--- src/rtl/fpadd_stream_ctrl.sv ---
// Streaming wrapper around the single-cycle FP32 adder: issues tagged operand pairs,
// tracks the adder's two-edge latency and buffers sums in a credit-protected result FIFO.
module fpadd_stream_ctrl #(
    parameter int DEPTH = 8,
    parameter int TAG_W = 4
) (
    input  logic             clk,
    input  logic             reset,
    input  logic             in_valid,
    output logic             in_ready,
    input  logic [31:0]      in_a,
    input  logic [31:0]      in_b,
    input  logic [TAG_W-1:0] in_tag,
    output logic [31:0]      fa_a,
    output logic [31:0]      fa_b,
    input  logic [31:0]      fa_out,
    output logic             res_valid,
    input  logic             res_ready,
    output logic [31:0]      res_data,
    output logic [TAG_W-1:0] res_tag,
    output logic [15:0]      res_count
);

    localparam int PTR_W = $clog2(DEPTH);
    localparam int CNT_W = PTR_W + 1;
    localparam int CRD_W = PTR_W + 2;
    localparam int ENT_W = 32 + TAG_W;

    logic [31:0]      fa_a_q, fa_a_d, fa_b_q, fa_b_d;
    logic             vld_p0_q, vld_p0_d, vld_p1_q, vld_p1_d, vld_p2_q, vld_p2_d;
    logic [TAG_W-1:0] tag_p0_q, tag_p0_d, tag_p1_q, tag_p1_d, tag_p2_q, tag_p2_d;
    logic [PTR_W-1:0] wr_ptr_q, wr_ptr_d, rd_ptr_q, rd_ptr_d;
    logic [CNT_W-1:0] count_q, count_d;
    logic [15:0]      res_count_q, res_count_d;
    logic [ENT_W-1:0] fifo_mem_q [DEPTH];
    logic [ENT_W-1:0] fifo_mem_d [DEPTH];

    logic [CRD_W-1:0] credit_used;
    logic             accept, push, pop;

    // Credits count both stored results and pairs still inside the adder pipeline,
    // so a capture can never find the FIFO full.
    always_comb begin
        credit_used = CRD_W'(count_q) + CRD_W'(vld_p0_q) + CRD_W'(vld_p1_q) + CRD_W'(vld_p2_q);
        in_ready    = credit_used < CRD_W'(DEPTH);
        res_valid   = (count_q != '0);
        accept      = in_valid && in_ready;
        push        = vld_p2_q;
        pop         = res_valid && res_ready;
    end

    always_comb begin
        fa_a_d      = accept ? in_a : 32'h0;
        fa_b_d      = accept ? in_b : 32'h0;
        vld_p0_d    = accept;
        tag_p0_d    = accept ? in_tag : '0;
        // p0 -> p1: adder samples its operand registers
        vld_p1_d    = vld_p0_q;
        tag_p1_d    = tag_p0_q;
        // p1 -> p2: adder output valid
        vld_p2_d    = vld_p1_q;
        tag_p2_d    = tag_p1_q;

        wr_ptr_d    = push ? wr_ptr_q + PTR_W'(1) : wr_ptr_q;
        rd_ptr_d    = pop  ? rd_ptr_q + PTR_W'(1) : rd_ptr_q;
        res_count_d = push ? res_count_q + 16'd1 : res_count_q;

        count_d = count_q;
        case ({push, pop})
            2'b10:   count_d = count_q + CNT_W'(1);
            2'b01:   count_d = count_q - CNT_W'(1);
            default: count_d = count_q;
        endcase

        fifo_mem_d = fifo_mem_q;
        if (push) begin
            fifo_mem_d[wr_ptr_q] = {fa_out, tag_p2_q};
        end
    end

    always_ff @(posedge clk) begin
        if (!reset) begin
            fa_a_q      <= 32'h0;
            fa_b_q      <= 32'h0;
            vld_p0_q    <= 1'b0;
            vld_p1_q    <= 1'b0;
            vld_p2_q    <= 1'b0;
            tag_p0_q    <= '0;
            tag_p1_q    <= '0;
            tag_p2_q    <= '0;
            wr_ptr_q    <= '0;
            rd_ptr_q    <= '0;
            count_q     <= '0;
            res_count_q <= 16'h0;
        end else begin
            fa_a_q      <= fa_a_d;
            fa_b_q      <= fa_b_d;
            vld_p0_q    <= vld_p0_d;
            vld_p1_q    <= vld_p1_d;
            vld_p2_q    <= vld_p2_d;
            tag_p0_q    <= tag_p0_d;
            tag_p1_q    <= tag_p1_d;
            tag_p2_q    <= tag_p2_d;
            wr_ptr_q    <= wr_ptr_d;
            rd_ptr_q    <= rd_ptr_d;
            count_q     <= count_d;
            res_count_q <= res_count_d;
        end
    end

    // Storage is not reset; stale entries are hidden while the FIFO is empty.
    always_ff @(posedge clk) begin
        fifo_mem_q <= fifo_mem_d;
    end

    always_comb begin
        fa_a      = fa_a_q;
        fa_b      = fa_b_q;
        res_count = res_count_q;
        res_data  = 32'h0;
        res_tag   = '0;
        if (res_valid) begin
            {res_data, res_tag} = fifo_mem_q[rd_ptr_q];
        end
    end

endmodule

--- config.mk ---
export PLATFORM = sky130hd
export DESIGN_NAME = fpadd_stream_ctrl
export DESIGN_NICKNAME = d
export VERILOG_FILES = /design/src/rtl/fpadd_stream_ctrl.sv
export SDC_FILE = /design/constraint.sdc
export NUM_CORES = 1
export LEC_CHECK = 0
export CORE_ASPECT_RATIO = 0.5
export CORE_UTILIZATION = 28
export DETAILED_ROUTE_END_ITERATION = 6
export PLACE_DENSITY = 0.46
export SLEW_MARGIN = 10
export SYNTH_ARGS = -nofsm -noshare
export SYNTH_HDL_FRONTEND = slang
export SYNTH_SLANG_ARGS = --single-unit
--- constraint.sdc ---
create_clock -name clk -period 4.4 [get_ports clk]
set_input_delay 0.88 -clock clk [delete_from_list [all_inputs] [get_ports clk]]
set_output_delay 0.88 -clock clk [all_outputs]
set_load 0.05 [all_outputs]
### After elaboration in Yosys (flattened, before gate mapping)

Cells that the tools add are included.

| storage, ports and cells | value |
|---|---|
| logic and storage cells | 51 |
| register bits after elaboration | 393 |
| output and inout bits | 118 |

| operators by class | value |
|---|---|
| muxes and demuxes | 9 |
| bitwise operators | 2 |
| add/subtract/negate cells | 8 |
| reduce and logical (&&, ||, !) cells | 6 |
| $lt $le $gt $ge | 4 |
| equality and inequality tests | 2 |

Operators with widths:

| cell | number |
|---|---|
| $bwmux 288 | 1 |
| $bmux 36 s3 | 1 |
| $demux 36 s3 | 1 |
| $mux 36 | 3 |
| $mux 32 | 1 |
| $add 16x1->16 const B | 1 |
| $add 5x1->5 | 2 |
| $ge 4x4->1 const B | 2 |
| $not 3->4 | 2 |
| $pmux 4 s2 | 1 |
| $add 3x1->3 const B | 2 |
| $add 4x1->5 | 1 |
| $lt 5x4->1 const B | 1 |
| $add 4x1->4 const B | 1 |
| $lt 4x1->1 const B | 1 |
| $mux 4 | 1 |
| $reduce_bool 4->1 | 1 |
| $sub 4x1->4 const B | 1 |
| $logic_and 1x1->1 | 3 |
| $eq 2x1->1 const B | 1 |
| $eq 2x2->1 const B | 1 |
| $reduce_and 2->1 | 1 |
| $reduce_bool 2->1 | 1 |

### Longest topological paths before layout

Gate-level depths: netlist (run 1).

| logic depth | value |
|---|---|
| depth after elaboration | 6 |
| depth in mapped cells | 10 |
| depth with buffers taken out | 10 |

### Worst setup path after synthesis (run 1)

No wires, ideal clock.

| path | value |
|---|---|
| kind | reg-to-reg |
| from | register vld_p2_q (netlist: push) |
| to | register fifo_mem_q[108] in the netlist's numbering (enable) |
| period minus slack after synthesis | 3.832 ns |
| cell stages (with the launch flop) | 4 |
| setup slack | 0.568 ns |
| setup time | 0.474 ns |
| data required time | 3.926 ns |
| data arrival time | 3.358 ns |
| cells stage by stage | dfxtp_1 clkbuf_1 nand2_1 nor3_1 |

RTL lines:

| item | line | text |
|---|---|---|
| start, declared | 30 | `logic vld_p0_q, vld_p0_d, vld_p1_q, vld_p1_d, vld_p2_q, vld_p2_d;` |
| start signal, assigned | 100 | `vld_p2_q <= vld_p2_d;` |
| end signal, assigned | 113 | `fifo_mem_q <= fifo_mem_d;` |
| end, declared | 35 | `logic [ENT_W-1:0] fifo_mem_q [DEPTH];` |

### Worst setup path after layout (run 1)

| path | value |
|---|---|
| from | register vld_p2_q (netlist: push) |
| to | output port in_ready |

| between the ends | value |
|---|---|
| word-level cells in the longest chain between the ends | 2 |

Ends and longest elaborated chain:

| item | line | text |
|---|---|---|
| $add 5x1->5 | 44 | `credit_used = CRD_W'(count_q) + CRD_W'(vld_p0_q) + CRD_W'(vld_p1_q) + CRD_W'(vld_p2_q);` |
| $lt 5x4->1 | 45 | `in_ready = credit_used < CRD_W'(DEPTH);` |
| end, declared | 10 | `output logic in_ready,` |

No other way between the ends.

==> impl_metrics.prom, run 1 <==
# TYPE chip_impl_metric gauge
chip_impl_info{name="outcome",value="complete, no violations"} 1
chip_impl_metric{name="place_worst_setup_slack",unit="ps"} 1064
chip_impl_metric{name="slew_viol_final",unit=""} 0
chip_impl_metric{name="async_set_reset_flop_share_out_of_synthesis",unit="%"} 0
chip_impl_metric{name="cts.sink_count",unit=""} 393
chip_impl_metric{name="register_area",unit="um^2"} 10760
chip_impl_metric{name="cts_buffers",unit=""} 39
chip_impl_metric{name="post_route_cells_drive_above_1_share",unit="%"} 15.62
chip_impl_metric{name="overflow",unit=""} 0
chip_impl_metric{name="vias_in_the_first_global_route",unit=""} 8055
chip_impl_metric{name="cts-root-to-sink-buffers",unit=""} 3
chip_impl_metric{name="hpwlAfterDp",unit="um"} 19320
chip_impl_metric{name="antenna_found_initial",unit=""} 0
chip_impl_metric{name="timing.hold.worst_path_depth",unit=""} 1
chip_impl_info{name="clock_tree_from_tritoncts",value="yes"} 1
chip_impl_metric{name="critical_path.n_buffers_inverters",unit=""} 1
chip_impl_info{name="holdCritPathClass",value="register to register"} 1
chip_impl_metric{name="port_buffer_count",unit=""} 221
chip_impl_metric{name="detail_route.wl_per_cell",unit="um"} 18.86
chip_impl_metric{name="synthesis.nets",unit=""} 889
chip_impl_metric{name="grt_pass1_wl",unit="um"} 49350
chip_impl_metric{name="synthCells",unit=""} 776
chip_impl_metric{name="routabilityCongestion",unit=""} 0.7013
chip_impl_metric{name="report.final.setup_viol",unit=""} 0
chip_impl_metric{name="detailroute.via_count",unit=""} 7439
chip_impl_metric{name="finalCriticalPeriod",unit="ps"} 3827
chip_impl_metric{name="vias_per_cell",unit=""} 4.275
chip_impl_metric{name="critPathArrivalTime",unit="ps"} 2950
chip_impl_metric{name="number_of_standard_cells_in_the_layout_taps_in_and_fillers_out",unit=""} 1740
chip_impl_metric{name="filler_cell_count",unit=""} 4777
chip_impl_info{name="timing.setup.critical_path_class",value="register to output pin"} 1
chip_impl_info{name="hold_end",value="tag_p2_q[2]"} 1
chip_impl_info{name="clock-root-buffer",value="sky130_fd_sc_hd__clkbuf_16"} 1
chip_impl_metric{name="io_pins",unit=""} 222
chip_impl_metric{name="grt_start_max_net_pins",unit=""} 70
chip_impl_metric{name="route.detailed.drc",unit=""} 0
chip_impl_metric{name="fp.dieW",unit="um"} 323.0
chip_impl_metric{name="antenna_cells",unit=""} 0
chip_impl_metric{name="max_cap_viol_count",unit=""} 0
chip_impl_metric{name="synthesis.yosys.warnings",unit=""} 0
chip_impl_metric{name="post-cts-setup-buffers",unit=""} 0
chip_impl_metric{name="route.antenna.remaining_nets",unit=""} 0
chip_impl_metric{name="clock_skew",unit="ps"} 21.44
chip_impl_metric{name="floorplan.die_area",unit="um^2"} 52480
chip_impl_metric{name="dr.pass1.iters",unit=""} 4
chip_impl_metric{name="fin_nets",unit=""} 1134
chip_impl_metric{name="synth.yosys.seq_area_share",unit="%"} 74.54
chip_impl_metric{name="floorplan.initialDensity",unit="%"} 28.55
chip_impl_info{name="rsz_0062_raised_after_global_routing",value="false"} 1
chip_impl_info{name="synth_top_flop_cell",value="sky130_fd_sc_hd__edfxtp_1"} 1
chip_impl_metric{name="critPathMaxFanout",unit=""} 13
chip_impl_info{name="worst_path_max_delay_cell",value="sky130_fd_sc_hd__clkdlybuf4s50_1"} 1
chip_impl_metric{name="max-slew-margin-rel",unit="%"} 21.82
chip_impl_metric{name="total_leakage_power",unit="nW"} 6.020
chip_impl_info{name="worst_setup_path_start_kind",value="register"} 1
chip_impl_metric{name="synth_seq_cells",unit=""} 393
chip_impl_metric{name="placedCellCount",unit=""} 1670
chip_impl_metric{name="clock_tree.htree_level_count",unit=""} 2
chip_impl_info{name="crit_chain",value="fa_1 -> ha_1 -> a31o_1 -> a21oi_2 -> clkdlybuf4s50_1"} 1
chip_impl_metric{name="syn_area_per_cell",unit="um^2"} 18.59
chip_impl_metric{name="vdd_drop_max",unit="mV"} 0.2358
chip_impl_metric{name="die-height",unit="um"} 162.5
chip_impl_metric{name="worst_hold_slack",unit="ps"} 429.6
chip_impl_metric{name="clock_latency",unit="ps"} 540
chip_impl_metric{name="drt_iter0_drc",unit=""} 347
chip_impl_info{name="timing.critical_path.to_type",value="output pin"} 1
chip_impl_metric{name="timing_hold_violations_final",unit=""} 0
chip_impl_metric{name="tightestPinTransition",unit="ps"} 1170
chip_impl_info{name="timing.hold.worst.start",value="tag_p1_q[2]"} 1
chip_impl_metric{name="cp_slowest_stage_delay",unit="ps"} 850
chip_impl_metric{name="syn-cell-area",unit="um^2"} 14420
chip_impl_metric{name="worst-r2r-cell-count",unit=""} 11
chip_impl_info{name="r2r-start",value="count_q[3]"} 1
chip_impl_metric{name="placement_rows",unit=""} 58
chip_impl_metric{name="clock.fmax",unit="MHz"} 261.3
chip_impl_metric{name="synth_cell_type_count",unit=""} 35
chip_impl_metric{name="reg2reg_setup_slack",unit="ps"} 1420
chip_impl_info{name="cp_top_family",value="buffers and inverters"} 1
chip_impl_metric{name="drt-total-wl",unit="um"} 32810
chip_impl_metric{name="cts.repair.resized",unit=""} 0
chip_impl_metric{name="cts_hold_repair.buffers",unit=""} 0
chip_impl_metric{name="fin_setup_tns",unit="ps"} 0
chip_impl_metric{name="number_of_enable_type_register_cells_in_the_synthesized_netlist",unit=""} 288
chip_impl_metric{name="finalWorstSetupSlack",unit="ps"} 572.7
chip_impl_metric{name="final_core_utilization",unit="%"} 37.00
chip_impl_metric{name="worst_setup_hold_path_clk_slew",unit="ps"} 60
chip_impl_metric{name="grt.total_usage",unit="%"} 12.59
chip_impl_info{name="rr_endpoint",value="count_q[3]"} 1
chip_impl_metric{name="crit_required",unit="ps"} 3520
chip_impl_metric{name="floorplan.core_area",unit="um^2"} 50510
chip_impl_metric{name="multiInputGateArea",unit="um^2"} 3501
chip_impl_metric{name="flow.area_growth_from_synthesis",unit="%"} 29.57
chip_impl_metric{name="p_per_area",unit="nW/um^2"} 470.4
chip_impl_metric{name="final.period_utilization",unit="%"} 86.98
layer usage:
metal	track usage (%)	wire, um
met5	0	0
met4	2.994	541
met3	3.059	1803
met2	21.46	16350
met1	16.14	14110
placed cells by master (no fill, tap or decap), types with 10 or more instances in the layout:
master                            count
sky130_fd_sc_hd__clkdlybuf4s50_1    221
sky130_fd_sc_hd__edfxtp_1           288
sky130_fd_sc_hd__nand2_1             14
sky130_fd_sc_hd__and2_1              86
sky130_fd_sc_hd__and2_4              10
sky130_fd_sc_hd__nor2_1              40
sky130_fd_sc_hd__buf_4               15
sky130_fd_sc_hd__mux4_2              72
sky130_fd_sc_hd__clkbuf_16           39
sky130_fd_sc_hd__mux2i_1             42
sky130_fd_sc_hd__clkbuf_1            13
sky130_fd_sc_hd__dfxtp_1            102
final cells by class:
class	count	area share [%]
Sequential cell	393	57.58
Inverter	8	0.1607
Timing Repair Buffer	240	12.87
Multi-Input combinational cell	339	18.73
Clock inverter	18	0.5557
Tap cell	690	4.620
Clock buffer	52	5.484
cell usage after synthesis (6+ instances only):
cell | number | area (um^2)
sky130_fd_sc_hd__xor2_1 | 9 | 78.83
sky130_fd_sc_hd__nand2_1 | 14 | 52.55
sky130_fd_sc_hd__nor3_1 | 6 | 30.03
sky130_fd_sc_hd__buf_4 | 7 | 52.55
sky130_fd_sc_hd__buf_1 | 8 | 30.03
sky130_fd_sc_hd__xnor2_1 | 8 | 70.07
sky130_fd_sc_hd__edfxtp_1 | 288 | 8648
sky130_fd_sc_hd__dfxtp_1 | 105 | 2102
sky130_fd_sc_hd__nand3_1 | 7 | 35.03
sky130_fd_sc_hd__and2_4 | 10 | 87.58
sky130_fd_sc_hd__nand2b_1 | 6 | 37.54
sky130_fd_sc_hd__mux4_2 | 72 | 1622
sky130_fd_sc_hd__nor2_1 | 46 | 172.7
sky130_fd_sc_hd__clkbuf_1 | 8 | 30.03
sky130_fd_sc_hd__mux2i_1 | 42 | 420.4
sky130_fd_sc_hd__inv_1 | 7 | 26.28
sky130_fd_sc_hd__and2_1 | 86 | 538.0
sky130_fd_sc_hd__ha_1 | 7 | 87.58
logic make-up (layout without fill, tap and decap cells):
kind of cell	count (synthesis)	after routing	synth area share, %
muxes	114	114	14.16
buffers and inverters	44	318	1.570
and+or+nand+nor	188	188	7.313
DFF	393	393	74.54
AOI/OAI and AO/OA	11	11	0.5032
xor gates and xnor gates	17	17	1.032
adders and majority gates	9	9	0.8849
flip-flops by register name, indices dropped and copies added, names as in the netlist, 4 cells and up:
register and cells:
count_q 4, fa_b 32, res_count 16, tag_p0_q 4
fa_a 32, fifo_mem_q 288, tag_p2_q 4, tag_p1_q 4
power breakdown:
part	switching [W]	total, W	internal [W]
Clock	0.00139	0.00304	0.00165
Sequential	0.0000457	0.00407	0.00402
Combinational	0.00100	0.00168	0.000678
metrics by stage:
step / instance area, um^2 / total power (W)
after floorplan: 14420 / 0.005268
after global placement: 17560 / 0.005858
after detailed placement: 17560 / 0.005867
after CTS: 18690 / 0.008948
after global routing: 18690 / 0.009159
final: 18690 / 0.008790
worst max path at each step:
stage                                 end  cells after the start         from  slack (ps)
after floorplan           fifo_mem_q[108]                      3         push         570
after global placement        res_data[1]                      5  rd_ptr_q[0]        1050
after detailed placement      res_data[1]                      5  rd_ptr_q[0]        1060
after CTS                     res_data[1]                      5  rd_ptr_q[0]         490
after global routing          res_data[1]                      5  rd_ptr_q[0]         410
final                            in_ready                      5         push         570
Note: power is estimated with default switching activity, not from simulation.
==> run 2: changes to the inputs <==
Settings changed: SKIP_CTS_REPAIR_TIMING set to 1.
==> results of run 2 <==
Final layout, timing and power as in run 1 (identical DEF).
==> run 3: changes to the inputs <==
Settings changed: ABC_AREA set to 1, SLEW_MARGIN 10 to 0.
==> impl_metrics.prom, run 3 <==
# TYPE chip_impl_metric gauge
chip_impl_metric{name="io_pins",unit=""} 222
chip_impl_metric{name="report.final.setup_viol",unit=""} 0
chip_impl_metric{name="post_route_cells_drive_above_1_share",unit="%"} 6.149
chip_impl_metric{name="route.detailed.drc",unit=""} 0
chip_impl_metric{name="critPathArrivalTime",unit="ps"} 3210
chip_impl_info{name="outcome",value="complete, no violations"} 1
chip_impl_metric{name="synth.yosys.seq_area_share",unit="%"} 72.24
chip_impl_metric{name="synth_cell_type_count",unit=""} 30
chip_impl_metric{name="clock_latency",unit="ps"} 550
chip_impl_metric{name="final.period_utilization",unit="%"} 93.02
chip_impl_info{name="timing.setup.critical_path_class",value="register to output pin"} 1
chip_impl_metric{name="synthCells",unit=""} 1301
chip_impl_metric{name="wirelength_met1",unit="um"} 17380
chip_impl_metric{name="synth_top_area_share",unit="%"} 58.12
chip_impl_metric{name="detailroute.via_count",unit=""} 9941
chip_impl_metric{name="dr.pass1.iters",unit=""} 4
chip_impl_info{name="rsz_0062_raised_after_global_routing",value="false"} 1
chip_impl_info{name="ranking_of_synthesized_cells_by_instance_count",value="sky130_fd_sc_hd__nor2_1, sky130_fd_sc_hd__edfxtp_1, sky130_fd_sc_hd__o21ai_0"} 1
chip_impl_metric{name="power",unit="W"} 0.01116
chip_impl_info{name="routed.top_layer",value="met4"} 1
chip_impl_info{name="timing.critical_path.to_type",value="output pin"} 1
chip_impl_metric{name="route.antenna.remaining_nets",unit=""} 0
chip_impl_metric{name="fin_nets",unit=""} 1631
chip_impl_info{name="worst_setup_path_start_kind",value="register"} 1
chip_impl_metric{name="p_per_area",unit="nW/um^2"} 583.6
chip_impl_info{name="clock-root-buffer",value="sky130_fd_sc_hd__clkbuf_16"} 1
chip_impl_metric{name="cts-root-to-sink-buffers",unit=""} 3
chip_impl_metric{name="synthesis.nets",unit=""} 1414
chip_impl_metric{name="routed-wl-met3",unit="um"} 1610
chip_impl_metric{name="reg2reg_setup_slack",unit="ps"} 1580
chip_impl_metric{name="grt_pass1_wl",unit="um"} 58610
chip_impl_metric{name="port_buffer_count",unit=""} 221
chip_impl_metric{name="synth_seq_cells",unit=""} 393
chip_impl_info{name="largest-register",value="fifo_mem_q"} 1
chip_impl_metric{name="routabilityCongestion",unit=""} 0.7556
chip_impl_metric{name="post_synth_xor_area_fraction",unit="%"} 0.1177
chip_impl_metric{name="cts.sink_count",unit=""} 393
chip_impl_info{name="synth_top_flop_cell",value="sky130_fd_sc_hd__edfxtp_1"} 1
chip_impl_info{name="holdCritPathClass",value="register to register"} 1
chip_impl_metric{name="floorplan.core_area",unit="um^2"} 52190
chip_impl_metric{name="fp.dieW",unit="um"} 328.0
chip_impl_metric{name="post_synth_adder_cell_area",unit="%"} 0.8576
chip_impl_metric{name="vias_in_the_first_global_route",unit=""} 10090
chip_impl_metric{name="slew_viol_final",unit=""} 0
chip_impl_metric{name="number_of_enable_type_register_cells_in_the_synthesized_netlist",unit=""} 288
chip_impl_info{name="synth_top_family_by_area",value="simple AND/OR/NAND/NOR gates"} 1
chip_impl_metric{name="cts_buffers",unit=""} 40
chip_impl_metric{name="syn_area_per_cell",unit="um^2"} 11.44
chip_impl_metric{name="placement_rows",unit=""} 59
chip_impl_info{name="synth.top_cells.by_area",value="sky130_fd_sc_hd__edfxtp_1, sky130_fd_sc_hd__dfxtp_1, sky130_fd_sc_hd__nor2_1"} 1
chip_impl_metric{name="fin_setup_tns",unit="ps"} 0
chip_impl_info{name="layout_commonest_cell",value="sky130_fd_sc_hd__nor2_1"} 1
chip_impl_metric{name="die-height",unit="um"} 165.0
chip_impl_metric{name="drt-total-wl",unit="um"} 38230
chip_impl_info{name="yosys.cell_count.top_type",value="sky130_fd_sc_hd__nor2_1"} 1
chip_impl_metric{name="timing_hold_violations_final",unit=""} 0
chip_impl_metric{name="vias_per_cell",unit=""} 4.426
chip_impl_metric{name="crit_required",unit="ps"} 3520
chip_impl_metric{name="clock_skew",unit="ps"} 15.52
chip_impl_metric{name="floorplan.die_area",unit="um^2"} 54130
chip_impl_metric{name="detail_route.wl_per_cell",unit="um"} 17.02
chip_impl_info{name="mostFrequentLayoutCells",value="sky130_fd_sc_hd__nor2_1, sky130_fd_sc_hd__edfxtp_1, sky130_fd_sc_hd__clkdlybuf4s50_1"} 1
chip_impl_metric{name="max-slew-margin-rel",unit="%"} 31.54
chip_impl_metric{name="total_leakage_power",unit="nW"} 6.938
chip_impl_metric{name="grt.total_usage",unit="%"} 14.01
chip_impl_metric{name="synthesis.yosys.warnings",unit=""} 0
chip_impl_info{name="synth_top_cell_by_area",value="sky130_fd_sc_hd__edfxtp_1"} 1
chip_impl_metric{name="antenna_found_initial",unit=""} 0
chip_impl_metric{name="floorplan.initialDensity",unit="%"} 28.51
chip_impl_metric{name="number_of_flip_flops_under_the_largest_register_name",unit=""} 288
chip_impl_metric{name="worst_setup_hold_path_clk_slew",unit="ps"} 60
chip_impl_metric{name="clock.fmax",unit="MHz"} 244.3
chip_impl_metric{name="antenna_cells",unit=""} 0
chip_impl_metric{name="clock_tree.htree_level_count",unit=""} 2
chip_impl_metric{name="async_set_reset_flop_share_out_of_synthesis",unit="%"} 0
chip_impl_metric{name="critPathMaxFanout",unit=""} 53
chip_impl_metric{name="hpwlAfterDp",unit="um"} 22830
chip_impl_metric{name="finalCriticalPeriod",unit="ps"} 4093
chip_impl_metric{name="drt_iter0_drc",unit=""} 460
chip_impl_metric{name="overflow",unit=""} 0
chip_impl_metric{name="syn-cell-area",unit="um^2"} 14880
chip_impl_metric{name="max_cap_viol_count",unit=""} 0
chip_impl_metric{name="vdd_drop_max",unit="mV"} 0.2759
chip_impl_metric{name="synth.area.mux_share",unit="%"} 0
chip_impl_metric{name="grt_start_max_net_pins",unit=""} 106
chip_impl_metric{name="tightestPinTransition",unit="ps"} 1024
chip_impl_metric{name="flow.area_growth_from_synthesis",unit="%"} 28.50
chip_impl_metric{name="synth_compound_area_share",unit="%"} 9.358
chip_impl_metric{name="post_synth_and_or_nand_nor_area_fraction",unit="%"} 12.13
chip_impl_metric{name="met2_wirelength",unit="um"} 18690
chip_impl_info{name="clock_tree_from_tritoncts",value="yes"} 1
## run 3: changes by cell type after synthesis, sizes merged, moves of 36 or more
| cell | previous run | this run |
|---|---|---|
| inv | 8 | 109 |
| nor2 | 46 | 354 |
| o211ai | 0 | 36 |
| mux2i | 42 | 0 |
| o21ai | 4 | 157 |
| nand2 | 14 | 91 |
| and2 | 96 | 0 |
| o22ai | 0 | 36 |
| mux4 | 72 | 0 |
## run 3: area by class of cell
type / count / area [um^2]
Fill cell: 5116 / 33070
Sequential cell: 393 / 10760
Timing Repair Buffer: 245 / 2462
Clock buffer: 54 / 1064
Multi-Input combinational cell: 729 / 3408
Inverter: 109 / 411.6
Clock inverter: 15 / 140.1
Tap cell: 701 / 877.1
## run 3: critical path, cell delays in order, from the launching register on
cell                              delay [ps]
sky130_fd_sc_hd__dfxtp_4                 490
sky130_fd_sc_hd__inv_4                   350
sky130_fd_sc_hd__buf_12                  290
sky130_fd_sc_hd__buf_12                  210
sky130_fd_sc_hd__nor2_1                   50
sky130_fd_sc_hd__o211ai_1                160
sky130_fd_sc_hd__nand2_1                  70
sky130_fd_sc_hd__nor2_1                  150
sky130_fd_sc_hd__clkdlybuf4s50_1         830
## run 3: logic make-up (layout without fill, tap and decap cells)
logic type | Yosys count | after routing
AO/OA/AOI/OAI | 249 | 249
AND/OR/NAND/NOR | 469 | 469
flip-flops | 393 | 393
adder cells (fa/ha/maj) | 9 | 9
buffers and inverters | 179 | 423
XOR/XNOR | 2 | 2
## run 3: routing by layer
metal / up-vias / global-route usage [%]
met5: - / 0
met4: 0 / 3.186
met3: 42 / 2.654
met2: 166 / 24.07
met1: 4870 / 18.30
li1: 4863 / -
## run 3: path summary, 6_finish.rpt
| kind | from | endpoint | depth (start not counted) |
|---|---|---|---|
| setup / recovery | rd_ptr_q[0] | res_data[4] | 8 |
| hold / removal | tag_p0_q[2] | tag_p1_q[2] | 2 |
| setup reg to reg | count_q[3] | count_q[3] | 13 |
| hold reg to reg | tag_p0_q[2] | tag_p1_q[2] | 2 |
## run 3: through the flow
step | hold WS (ps) | instance area, um^2 | setup slack, ps | cells | util (%)
2_1_floorplan | 390.5 | 14880 | 1533 | 1301 | -
3_3_place_gp | 393.3 | 17920 | 855.6 | 2177 | 34.33
3_5_place_dp | 401.2 | 17920 | 860.8 | 2177 | 34.33
4_1_cts | 414.8 | 19120 | 264.4 | 2246 | 36.64
5_1_grt | 445.9 | 19120 | 107.0 | 2246 | 36.64
6_report | 413.1 | 19120 | 307.1 | 2246 | 36.64
## run 3: report_power, final
| part | total, W | internal, W | switching, W |
|---|---|---|---|
| logic | 0.00373 | 0.00117 | 0.00256 |
| clock network | 0.00323 | 0.00182 | 0.00142 |
| registers | 0.00419 | 0.00404 | 0.000146 |
==> edit, RTL diff (flow settings as in run 2) <==
Reset style: asynchronous (`reset`), changed in one clocked block.
--- a/src/rtl/fpadd_stream_ctrl.sv
+++ b/src/rtl/fpadd_stream_ctrl.sv
@@ -79,5 +79,5 @@
     end
 
-    always_ff @(posedge clk) begin
+    always_ff @(posedge clk or negedge reset) begin
         if (!reset) begin
             fa_a_q      <= 32'h0;
Check against the original RTL: differs if reset is asserted again (counterexample within 4 cycles, from zero or initial values and one cycle with reset low); with reset held inactive, the same outputs for 10 cycles.
==> edit against run 2 <==
  * Global-route usage up 0.20 points
  * Maximum frequency fell by 6.8%
  * Design area is 2.5% higher
  * Largest cell class unchanged
  * Synthesized area increased by 1.7%
  * Setup slack got worse by 0.28 ns
  * Wire length up 3.1%
  * Critical endpoint is now res_data[7]
  * Critical path type unchanged
  * Highest routed layer unchanged
  * Count of clock-buffer cells in the layout is 1 lower
  * Sequential share of layout area increased by 1.4 points
  * Non-clock buffer count rose by 3
  * Sequential cell count did not move
  * Synthesized cell count shrank 4.9%
Power is not compared: it rests on default switching activity, and its combinational part moved more than twofold at a synthesized area within 25%.
==> edit: results (changes against run 2) <==
clock_network:
  htreeDepth: 2  # unchanged
  cts-root-buf: "clkbuf_16"
  cts_made_buffers: 40  # +2.6%
  clock_latency_ns: 0.55
setup_path:
  r2r-start: "count_q[2]"
  slowest_delay_ns: 0.81  # -0.04 ns
  crit_slowest_cell: "dfrtp_4"
  ff2ff_path_depth: 9  # -2
  r2r_slack_ns: 1.49  # +0.07 ns
  worstSetupStartpoint: "rd_ptr_q[0]"
  endpoint: "res_data[7]"
  timing.rr.end: "count_q[3]"
  critical_path_arrival_ns: 3.23  # +0.28 ns
  path_max_fanout: 26  # +13
layout:
  drive_gt1_share_pct: 16.52  # +0.90 points
  num-nets-final: 1097  # -3.3%
  largest_reg_flops: 288  # unchanged
  instances_no_fill: 1701  # -2.2%
  antenna_cells: 0  # unchanged
  largest_register: "fifo_mem_q"
synth:
  synth_fp_nets: 851  # -4.3%
  syn_inst: 738  # -4.9%
  synthArstFlopShare_pct: 26.72  # +27 points
  synth-compound-area-share_pct: 0.4010  # -0.10 points
  yosys-top-cells-area: "edfxtp_1 (59%), dfrtp_1 (18%), mux4_2 (11%), and3_1 (3.1%), mux2i_1 (2.5%)"
  ys_seq_area_share_pct: 76.89  # +2.4 points
  synthAdderAreaFrac_pct: 0.8703  # -0.015 points
  synth_xor_area_share_pct: 1.254  # +0.22 points
  synth_common_cells: "edfxtp_1 (288), dfrtp_1 (105), and3_1 (73), mux4_2 (72), nor2_1 (45)"
  synth.area.mux_share_pct: 13.84  # -0.32 points
  synth-edff-count: 288  # unchanged
  syn-mean-instance-area_um2: 19.87  # +6.9%
  synth.distinct_cells: 35  # unchanged
power_and_ir_drop:
  p_leak_nw: 7.008
  ir_drop_uv: 348.1
min_path:
  hold_class: "register to register"
global_routing:
  use_met1_pct: 16.02  # -0.12 points
  antenna_found_initial: 0  # unchanged
  grt.overflow.total: 0  # unchanged
  grt_max_degree: 73  # +4.3%
  grt_pass1_vias: 8408  # +4.4%
  grt_util_met2_pct: 22.52  # +1.1 points
  grt_usage_pct: 12.78  # +0.20 points
  grt_pass1_wl_um: 51540  # +4.4%
  gr-usage-met3_pct: 2.862  # -0.20 points
status:
  outcome: "finished, final reports clean"
placed_design:
  numPortBuffers: 221  # unchanged
  place_inst: 1632  # -2.3%
  place.gp.congestion: 0.6967  # -0.66%
  dp_hpwl_um: 19490  # +0.88%
routing:
  first_iter_violations: 338  # -2.6%
  via_per_inst: 4.419  # +3.4%
  routed_wl_um: 33840  # +3.1%
sta:
  skew_ns: 0.02157  # +0.0001222 ns
  slew_headroom_pct: 36.45  # +15 points
## edit: cell types whose count changed after synthesis, sizes merged, moves of 4 or more
cell    delta
dfrtp    +105
dfxtp    -105
and2      -94
and3      +72
clkbuf    +12
buf        -9
mux2i      -5
xnor2      +4
## edit: metrics by stage
step,power (mW),area (um2),worst slack (ns)
after detailed placement,10.47,17880,0.7742
final,13.55,19140,0.2922
after floorplan,8.494,14660,0.7779
after CTS,13.81,19140,0.1628
after global routing,14.22,19140,0.05615
after global placement,10.42,17880,0.8055
## edit: worst min-delay path by stage
stage,from,endpoint,slack (ns),cells past startpoint
floorplan,tag_p0_q[0],tag_p1_q[0],0.33,0
global route,tag_p0_q[0],tag_p1_q[0],0.36,0
finish,tag_p0_q[0],tag_p1_q[0],0.35,0
global placement,tag_p0_q[0],tag_p1_q[0],0.33,0
detailed placement,tag_p1_q[0],tag_p2_q[0],0.33,0
CTS,tag_p1_q[0],tag_p2_q[0],0.35,0
## edit: report_power, final
part | switching [mW] | internal [mW]
Combinational | 3.29 | 2.05
Clock | 1.40 | 1.88
Sequential | 0.365 | 4.56
Total | 5.06 | 8.49
## edit: cells by family (layout without fill, tap and decap cells)
kind of cell / after synthesis / count (layout)
xor gates and xnor gates: 21 / 21
and+or+nand+nor: 150 / 150
buffers and inverters: 45 / 318
adders and majority gates: 9 / 9
DFF: 393 / 393
AOI/OAI and AO/OA: 8 / 8
muxes: 112 / 112
## edit: per-layer routing
layer  share of wire [%]  vias up
li1                    -     3374
met1                  43     3935
met2                  51      160
met3                 4.9       48
met4                 1.8        0
met5                   0        -
## edit: cell type report
type | count | area (um2)
fillers | 4728 | 31800
flip-flops and latches | 393 | 11280
multi-input cells | 300 | 3272
repair buffers | 243 | 2437
clock buffers | 51 | 1095
well taps | 690 | 863.3
clock inverters | 18 | 170.2
inverters | 6 | 22.52
## edit: critical path, delay by kind of cell (launching register included)
kind                   cells  cell delay [ns]
buffers and inverters      2             1.07
DFF                        1             0.81
muxes                      2             0.72
and+or+nand+nor            1             0.07
